`src/rtl/booth_pkg.sv`:
```
// booth_pkg
// Shared definitions for the radix-4 Booth decode / accumulate block:
// digit encoding, operand and result widths, FSM states and a small
// sign-extension helper used where the 16-bit product meets the 24-bit
// result path.
package booth_pkg;

  localparam int DIGIT_W    = 3;
  localparam int NUM_DIGITS = 4;
  localparam int MCAND_W    = 8;
  localparam int PP_W       = MCAND_W + 1;
  localparam int PROD_W     = 16;
  localparam int RES_W      = 24;

  // Digit codes are {neg,two,one}; 3'b100 is a negative zero and is legal.
  localparam logic [DIGIT_W-1:0] B_ZERO = 3'b000;
  localparam logic [DIGIT_W-1:0] B_P1   = 3'b001;
  localparam logic [DIGIT_W-1:0] B_P2   = 3'b010;
  localparam logic [DIGIT_W-1:0] B_M1   = 3'b101;
  localparam logic [DIGIT_W-1:0] B_M2   = 3'b110;

  typedef enum logic [1:0] {
    S_IDLE = 2'd0,
    S_ACC  = 2'd1,
    S_DONE = 2'd2
  } state_t;

  // Widen a signed product to the result width by replicating its sign bit.
  function automatic logic [RES_W-1:0] sextProd(input logic [PROD_W-1:0] p);
    return {{(RES_W-PROD_W){p[PROD_W-1]}}, p};
  endfunction

endpackage

```
`src/rtl/booth_r4_pp_gen.sv`:
```
// booth_r4_pp_gen
// Decodes one radix-4 Booth digit and produces the matching partial product
// in "ones-complement plus carry" form: the selected M or 2M (9 bits, sign
// extended) is inverted for negative digits and the neg bit is handed back
// as a carry-in, so the accumulator adder performs the subtraction without a
// dedicated subtractor. Illegal codes (one and two both set) select zero and
// raise o_illegal.
module booth_r4_pp_gen
  import booth_pkg::*;
(
  input  logic [MCAND_W-1:0] i_mcand,
  input  logic [DIGIT_W-1:0] i_digit,
  output logic [PP_W-1:0]    o_ppInv,
  output logic               o_cin,
  output logic               o_illegal
);

  logic [PP_W-1:0] w_m1;
  logic [PP_W-1:0] w_m2;
  logic [PP_W-1:0] w_sel;
  logic            w_neg;

  assign w_m1 = {i_mcand[MCAND_W-1], i_mcand};
  assign w_m2 = {i_mcand, 1'b0};

  // Pick the magnitude (0, M or 2M) and sign for this digit; a negative zero
  // is treated as a plain zero so it never injects a stray carry.
  always_comb begin
    w_sel     = '0;
    w_neg     = 1'b0;
    o_illegal = 1'b0;
    case (i_digit)
      B_ZERO, 3'b100: begin
        w_sel = '0;
        w_neg = 1'b0;
      end
      B_P1: w_sel = w_m1;
      B_P2: w_sel = w_m2;
      B_M1: begin
        w_sel = w_m1;
        w_neg = 1'b1;
      end
      B_M2: begin
        w_sel = w_m2;
        w_neg = 1'b1;
      end
      default: o_illegal = 1'b1;
    endcase
  end

  assign o_ppInv = w_sel ^ {PP_W{w_neg}};
  assign o_cin   = w_neg;

endmodule

```
`src/rtl/booth_r4_decode_acc.sv`:
```
// booth_r4_decode_acc
// Multi-cycle radix-4 Booth multiplier driven by pre-decoded digits. An
// operand pair is accepted in IDLE, the four digits are folded into a 16-bit
// signed product one per cycle in ACC, and the result is presented in DONE
// until the consumer takes it. err is a sticky illegal-digit flag.
// Optional feature: define MACC_ACCUM_EN to add a 24-bit accumulator so that
// result = acc + product, with acc updated on each output handshake and
// cleared by acc_clr while idle. Without it acc_clr is ignored.
module booth_r4_decode_acc
  import booth_pkg::*;
(
  input  logic                            clk,
  input  logic                            rst,
  input  logic                            in_valid,
  output logic                            in_ready,
  input  logic [MCAND_W-1:0]              mcand,
  input  logic [NUM_DIGITS*DIGIT_W-1:0]   digits,
  output logic                            out_valid,
  input  logic                            out_ready,
  output logic [RES_W-1:0]                result,
  output logic                            err,
  input  logic                            acc_clr
);

  state_t                          r_state;
  logic [1:0]                      r_cnt;
  logic [MCAND_W-1:0]              r_mcand;
  logic [NUM_DIGITS*DIGIT_W-1:0]   r_digits;
  logic [PROD_W-1:0]               r_prod;
  logic                            r_inReady;
  logic                            r_outValid;
  logic                            r_err;

  logic [DIGIT_W-1:0]              w_digit;
  logic [PP_W-1:0]                 w_ppInv;
  logic                            w_cin;
  logic                            w_illegal;
  logic [PROD_W-1:0]               w_ppExt;
  logic [PROD_W-1:0]               w_cinExt;
  logic [PROD_W-1:0]               w_prodNext;
  logic [2:0]                      w_shift;

  assign w_digit = r_digits[DIGIT_W*r_cnt +: DIGIT_W];
  assign w_shift = {r_cnt, 1'b0};

  booth_r4_pp_gen u_ppGen (
    .i_mcand   (r_mcand),
    .i_digit   (w_digit),
    .o_ppInv   (w_ppInv),
    .o_cin     (w_cin),
    .o_illegal (w_illegal)
  );

  // Shifting the inverted partial product and its carry by the same amount
  // keeps the two's-complement identity -(x<<s) = (~x<<s) + (1<<s) intact.
  assign w_ppExt    = {{(PROD_W-PP_W){w_ppInv[PP_W-1]}}, w_ppInv} << w_shift;
  assign w_cinExt   = {{(PROD_W-1){1'b0}}, w_cin} << w_shift;
  assign w_prodNext = r_prod + w_ppExt + w_cinExt;

  // Control FSM with registered handshake outputs; the operand registers are
  // captured only on acceptance so later input changes have no effect.
  always_ff @(posedge clk) begin
    if (rst) begin
      r_state    <= S_IDLE;
      r_cnt      <= '0;
      r_mcand    <= '0;
      r_digits   <= '0;
      r_prod     <= '0;
      r_inReady  <= 1'b1;
      r_outValid <= 1'b0;
      r_err      <= 1'b0;
    end else begin
      case (r_state)
        S_IDLE: begin
          if (in_valid && r_inReady) begin
            r_mcand   <= mcand;
            r_digits  <= digits;
            r_prod    <= '0;
            r_cnt     <= '0;
            r_inReady <= 1'b0;
            r_state   <= S_ACC;
          end
        end
        S_ACC: begin
          r_prod <= w_prodNext;
          r_cnt  <= r_cnt + 2'd1;
          if (w_illegal) begin
            r_err <= 1'b1;
          end
          if (r_cnt == 2'd3) begin
            r_outValid <= 1'b1;
            r_state    <= S_DONE;
          end
        end
        S_DONE: begin
          if (out_ready) begin
            r_outValid <= 1'b0;
            r_inReady  <= 1'b1;
            r_state    <= S_IDLE;
          end
        end
        default: begin
          r_state    <= S_IDLE;
          r_inReady  <= 1'b1;
          r_outValid <= 1'b0;
        end
      endcase
    end
  end

  assign in_ready  = r_inReady;
  assign out_valid = r_outValid;
  assign err       = r_err;

`ifdef MACC_ACCUM_EN
  logic [RES_W-1:0] r_acc;

  // Running sum of delivered results; a clear while idle wins over folding
  // in a product, and any simultaneous operand acceptance still happens.
  always_ff @(posedge clk) begin
    if (rst) begin
      r_acc <= '0;
    end else if ((r_state == S_IDLE) && acc_clr) begin
      r_acc <= '0;
    end else if ((r_state == S_DONE) && out_ready) begin
      r_acc <= r_acc + sextProd(r_prod);
    end
  end

  assign result = r_acc + sextProd(r_prod);
`else
  logic w_unused;

  assign w_unused = acc_clr;
  assign result   = sextProd(r_prod);
`endif

endmodule

```
`config.mk`:
```
export PLATFORM = sky130hd
export DESIGN_NAME = booth_r4_decode_acc
export DESIGN_NICKNAME = d
export VERILOG_FILES = /design/src/rtl/booth_pkg.sv /design/src/rtl/booth_r4_pp_gen.sv /design/src/rtl/booth_r4_decode_acc.sv
export SDC_FILE = /design/constraint.sdc
export NUM_CORES = 1
export LEC_CHECK = 0
export ABC_AREA = 1
export ABC_CLOCK_PERIOD_IN_PS = 6400
export CAP_MARGIN = 20
export CORE_MARGIN = 3
export CORE_UTILIZATION = 59
export DETAILED_ROUTE_END_ITERATION = 7
export PLACE_DENSITY = 0.87
export SLEW_MARGIN = 10
export SYNTH_ARGS = -nofsm -noshare
export SYNTH_HDL_FRONTEND = slang
export SYNTH_HIERARCHICAL = 1
export SYNTH_SLANG_ARGS = --single-unit
export TNS_END_PERCENT = 100
```
`constraint.sdc`:
```
create_clock -name clk -period 6.4 [get_ports clk]
set_clock_uncertainty 0.05 [all_clocks]
set_input_delay 1.6 -clock clk [delete_from_list [all_inputs] [get_ports clk]]
set_output_delay 1.6 -clock clk [all_outputs]
set_load 0.02 [all_outputs]
```
Word-level counts from Yosys, hierarchy flattened:

Index checks and enable logic that the tools add are counted.

* equal/unequal tests: 11
* multiplexer cells: 16
* shift-type cells: 3
* $mul: 1
* add/sub/neg operators: 3
* bitwise operators: 4
* reductions and logical operators: 14

Operators by type and width (count)
* $add A16 B16 Y16: 2
* $pmux W16 S2: 1
* $pmux W9 S2: 1
* $mux W16: 1
* $shl A1 B3 Y16: 1
* $shl A16 B3 Y16: 1
* $shiftx A12 B5 Y3: 1
* $eq A3 B3 Y1 const B: 3
* $reduce_and A3 Y1: 3
* $xor A9 B9 Y9: 1
* $mux W2: 4
* $ne A2 B2 Y1 const B: 3
* $pmux W1 S3: 2
* $pmux W2 S3: 1
* $reduce_and A2 Y1: 3
* $reduce_or A2 Y1: 3
* $reduce_or A6 Y1: 1
* $mux W1: 5
* $eq A2 B2 Y1 const B: 2
* $mul A2 B2 Y4 const A: 1
* $pmux W2 S2: 1
* $eq A3 B1 Y1 const B: 1
* $eq A3 B2 Y1 const B: 1
* $logic_not A3 Y1: 1
* other kinds (6): 8

* logic and storage cells: 60
* register bits: 43
* output and inout bits: 27

Logic depth before layout (Yosys ltp):

* word-level depth: 10
* mapped depth: 30
* gate-level depth less buffers: 27

Modules after synthesis:

Netlist, hierarchy kept.

By module, submodules not included
* booth_r4_decode_acc: cells an instance 451, instances 1, seq. area each 860.8 µm², area each 2980.4 µm²
* booth_r4_pp_gen: cells an instance 71, instances 1, seq. area each 0.0 µm², area each 335.3 µm²

Worst setup path after synthesis:

OpenSTA, ideal clock, no wires.

* path type: reg-to-reg
* from: reg r_cnt[0]
* to: reg r_prod[15]
* data arrival time: 3758 ps
* slack: 2460 ps
* cell stages (with the launch flop): 25
* cells stage by stage: dfxtp_1 > buf_2 > clkbuf_1 > o21ai_0 > o22ai_1 > inv_1 > ha_1 > inv_2 > buf_2 > nand3_1 > nand2_1 > inv_1 > o21ai_0 > nand2_1 > fa_1 > inv_1 > fa_1 > nand2_1 > nand2_1 > nand3_1 > nand2_1 > nand2_1 > nand3_1 > nand3_1 > a21oi_1

* longest elaborated chain between the ends: 10
* elaborated cells on any way between the ends: 17
* those cells by class: add/sub: 2; mul: 1; eq/ne: 4; shift: 3; mux: 3; bitwise: 1; reduce/logical: 3

Ends and longest elaborated chain
* from (decl): line booth_r4_decode_acc.sv:26 `logic [1:0] r_cnt;`
* from (signal assigned): line booth_r4_decode_acc.sv:86 `r_cnt <= r_cnt + 2'd1;`
* $mul A2 B2 Y4 *: line booth_r4_decode_acc.sv:43 `assign w_digit = r_digits[DIGIT_W*r_cnt +: DIGIT_W];`
* $shiftx A12 B5 Y3 *: line booth_r4_decode_acc.sv:43
* net w_digit[0]: line booth_r4_decode_acc.sv:34 `logic [DIGIT_W-1:0] w_digit;`
* $eq A3 B2 Y1 (tied with other cells): line booth_r4_pp_gen.sv:32 `case (i_digit)`
* $reduce_or A2 Y1 (no source line)
* $pmux W9 S2 or $mux W1 (tied branches): line booth_r4_pp_gen.sv:32
* $xor A9 B9 Y9 *: line booth_r4_pp_gen.sv:51 `assign o_ppInv = w_sel ^ {PP_W{w_neg}};`
* net w_ppInv[2]: line booth_r4_decode_acc.sv:35 `logic [PP_W-1:0] w_ppInv;`
* $shl A16 B3 Y16 *: line booth_r4_decode_acc.sv:56 `assign w_ppExt = {{(PROD_W-PP_W){w_ppInv[PP_W-1]}}, w_ppInv} << w_shift;`
* $add A16 B16 Y16 * (2 in series): line booth_r4_decode_acc.sv:58 `assign w_prodNext = r_prod + w_ppExt + w_cinExt;`
* $pmux W16 S2 *: line booth_r4_decode_acc.sv:73 `case (r_state)`
* to (signal assigned): line booth_r4_decode_acc.sv:85 `r_prod <= w_prodNext;`
* to (decl): line booth_r4_decode_acc.sv:29 `logic [PROD_W-1:0] r_prod;`

The timed path passes the listed nets; every way through them passes the cells marked *.
A chain may end at the register's enable or synchronous reset.

Final worst setup path:

* from: reg r_cnt[0]
* to: reg r_prod[15]

* longest elaborated chain between the ends: 10
* elaborated cells on any way between the ends: 17
* those cells by class: add/sub: 2; mul: 1; eq/ne: 4; shift: 3; mux: 3; bitwise: 1; reduce/logical: 3

Ends and longest elaborated chain
* $mul A2 B2 Y4 *: line booth_r4_decode_acc.sv:43
* $shiftx A12 B5 Y3 *: line booth_r4_decode_acc.sv:43
* net w_digit[0]: line booth_r4_decode_acc.sv:34
* $eq A3 B3 Y1: line booth_r4_pp_gen.sv:32
* $reduce_or A2 Y1 (no source line) *
* $mux W1 *: line booth_r4_pp_gen.sv:32
* net w_cin: line booth_r4_decode_acc.sv:36 `logic w_cin;`
* $xor A9 B9 Y9 *: line booth_r4_pp_gen.sv:51
* net w_ppInv[2]: line booth_r4_decode_acc.sv:35
* $shl A16 B3 Y16 *: line booth_r4_decode_acc.sv:56
* $add A16 B16 Y16 * (2 in series): line booth_r4_decode_acc.sv:58
* $pmux W16 S2 *: line booth_r4_decode_acc.sv:73

Marks and branches as above.

==> flow_summary.yaml <==
run_status:
  outcome: "complete, no violations"
power:
  p_total_w: 0.000862
  p_leak_nw: 1.90
  power_density_mw_per_mm2: 223
  ir_drop_uv: 142
cells_and_area:
  final_nets: 611
  layout-drive-gt1-share_pct: 3.07
  fillers: 447
  final_cell_mix: "nand2_1, nor2_1, inv_1, clkdlybuf4s50_1, dfxtp_1"
  antennaDiodeCount: 0
  post-route-cell-area_sq_mm: 0.00387
  area_growth_pct: 16.6
  final_common_cell: "nand2_1"
global_routing:
  grt_overflow: 0
  antenna_found_initial: 0
  grt_max_degree: 24
  grt_pass1_vias: 2867
  grt_use_total_pct: 25.0
  grt_pass1_wl_um: 13100
floorplan:
  die_h_um: 81.0
  die_w_um: 81.0
  start_util_pct: 62.9
  core.rowCount: 26
  coreArea_sq_mm: 0.00527
  io_pins: 52
  die_area_sq_mm: 0.00656
run:
  drv_cap: 0
placed_design:
  gp_congestion: 0.891
  dpl_cell_area_sq_mm: 0.00375
  dp_hpwl_um: 5910
  port-buffer-count: 50
  post-place-ws_ns: 1.60
detailed_routing:
  routedWlPerCell_um: 12.7
  vias: 3338
  drc: 0
  ant_nets: 0
  routed_wl_um: 7900
  drt-initial-drc-count: 264
  dr.pass1.iters: 5
  via_per_inst: 5.36
synth:
  synthesis.nets: 581
  ys_seq_area_share_pct: 26.0
  synth.ff_latch_count: 43
  avgSynthCellArea_sq_um: 6.35
  synth.cell_area_sq_mm: 0.00332
  yosysWarningCount: 6
  synth_cell_type_count: 30
  synthCells: 522
clock_tree:
  clk_latency_ns: 0.30
  root_buffer: "clkbuf_8"
  htree_levels: 2
  postCtsHoldBufs: 0
  clk_pin_slew_ns: 0.09
  clock_path_buffers: 2
  clkSinkCount: 43
  cts_made_buffers: 5
  postCtsSetupBuffers: 0
  post_cts_resized: 0
  tritoncts: "done"
worst_setup_path:
  worstPathMaxFanout: 20
  cp.arrival_ns: 5.04
  critPathKind: "reg2reg"
  startpoint_type: "flip-flop"
  crit_path_end_kind: "flip-flop"
  worst_ep_required_time_ns: 6.56
timing:
  period_minus_slack_ns: 4.88
  maxSlewHeadroom_pct: 36.2
  fmax_mhz: 205
  rsz0062_at_grt: "false"
  finalSetupTns_ns: 0
  final_hold_viol_count: 0
  slew_violations: 0
  fin_crit_sh_pct: 76.3
  finalWorstSetupSlack_ns: 1.52
  worst_pin_slew_ns: 0.954
  setup_viol: 0
min_path:
  hp-class: "reg2reg"
==> where the power goes <==
part	switching [W]	internal (W)
Sequential	0.0000216	0.000290
Combinational	0.000209	0.000122
Clock	0.000102	0.000116
Total	0.000332	0.000529
==> worst paths after layout <==
| check | start | endpoint | slack, ns | cells past startpoint |
|---|---|---|---|---|
| worst max-delay path | r_cnt[0] | r_prod[15] | 1.52 | 26 |
| worst min-delay path | err | err | 0.41 | 2 |
| worst max register to register | r_cnt[0] | r_prod[15] | 1.52 | 26 |
| worst min register to register | err | err | 0.41 | 2 |
==> Yosys cell counts, drive strengths merged <==
| cell type | n | area [sq um] |
|---|---|---|
| a211o | 1 | 8.76 |
| a211oi | 2 | 15.0 |
| a21o | 2 | 15.0 |
| a21oi | 33 | 165 |
| buf | 19 | 119 |
| clkbuf | 8 | 30.0 |
| dfxtp | 43 | 861 |
| fa | 5 | 100 |
| ha | 29 | 363 |
| inv | 64 | 240 |
| mux2i | 4 | 40.0 |
| nand2 | 153 | 584 |
| nand3 | 31 | 160 |
| nand3b | 3 | 22.5 |
| nand4 | 4 | 25.0 |
| nor2 | 69 | 283 |
| o21a | 2 | 15.0 |
| o21ai | 46 | 241 |
| o22ai | 3 | 18.8 |
| xnor2 | 1 | 8.76 |
==> layout make-up <==
type	instances	area [sq um]	area share, %
Clock buffer	5	68.8	1.78
Clock inverter	3	43.8	1.13
Inverter	64	240	6.21
Multi-Input combinational cell	388	2070	53.4
Sequential cell	43	861	22.3
Tap cell	70	87.6	2.26
Timing Repair Buffer	50	500	12.9
==> state kept, by name (all words and copies together), names as in the netlist <==
register,count
r_prod,16
r_cnt,2
r_state,2
r_mcand,8
r_digits,12
in_ready,1
out_valid,1
err,1
==> routing by layer <==
| metal | GRT usage [%] | part of all wire (%) | wire length (um) |
|---|---|---|---|
| met4 | 6.59 | 1.3 | 101 |
| met2 | 40.5 | 48 | 3760 |
| met5 | 0 | 0 | 0 |
| met3 | 4.10 | 4.9 | 389 |
| met1 | 34.4 | 46 | 3660 |
==> metrics by stage <==
step / instances / hold slack (ns) / util (%)
after floorplan: 522 / 0.400 / -
after global routing: 623 / 0.444 / 73.4
after detailed placement: 615 / 0.398 / 71.2
after global placement: 615 / 0.387 / 71.2
final: 623 / 0.408 / 73.4
after CTS: 623 / 0.411 / 73.4
==> worst max-delay path, stage by stage (launching register included) <==
cell and delay, ns:
dfxtp_1 0.77, inv_1 0.40, o21ai_0 0.25, o22ai_1 0.14, inv_1 0.08, ha_1 0.40, nand2_1 0.16, nand2_4 0.19
nand2_1 0.08, nand2_1 0.06, inv_1 0.04, nand2_1 0.04, o21ai_0 0.09, inv_1 0.11, o21ai_0 0.12, fa_1 0.56
inv_1 0.05, ha_1 0.33, nor2_1 0.15, inv_1 0.06, nand3_1 0.08, nand2_1 0.13, nand2_1 0.12, nand2_1 0.06
nand2_1 0.06, nand3_1 0.07, a21oi_1 0.14
==> cell families after synthesis <==
kind of cell | synth area share (%)
adder cells (fa/ha/maj) | 14.0
AO/OA/AOI/OAI | 14.5
buffers and inverters | 11.7
XOR/XNOR | 0.264
flip-flops | 26.0
AND/OR/NAND/NOR | 32.4
multiplexers | 1.21
Power figures use the tool's default switching activity.
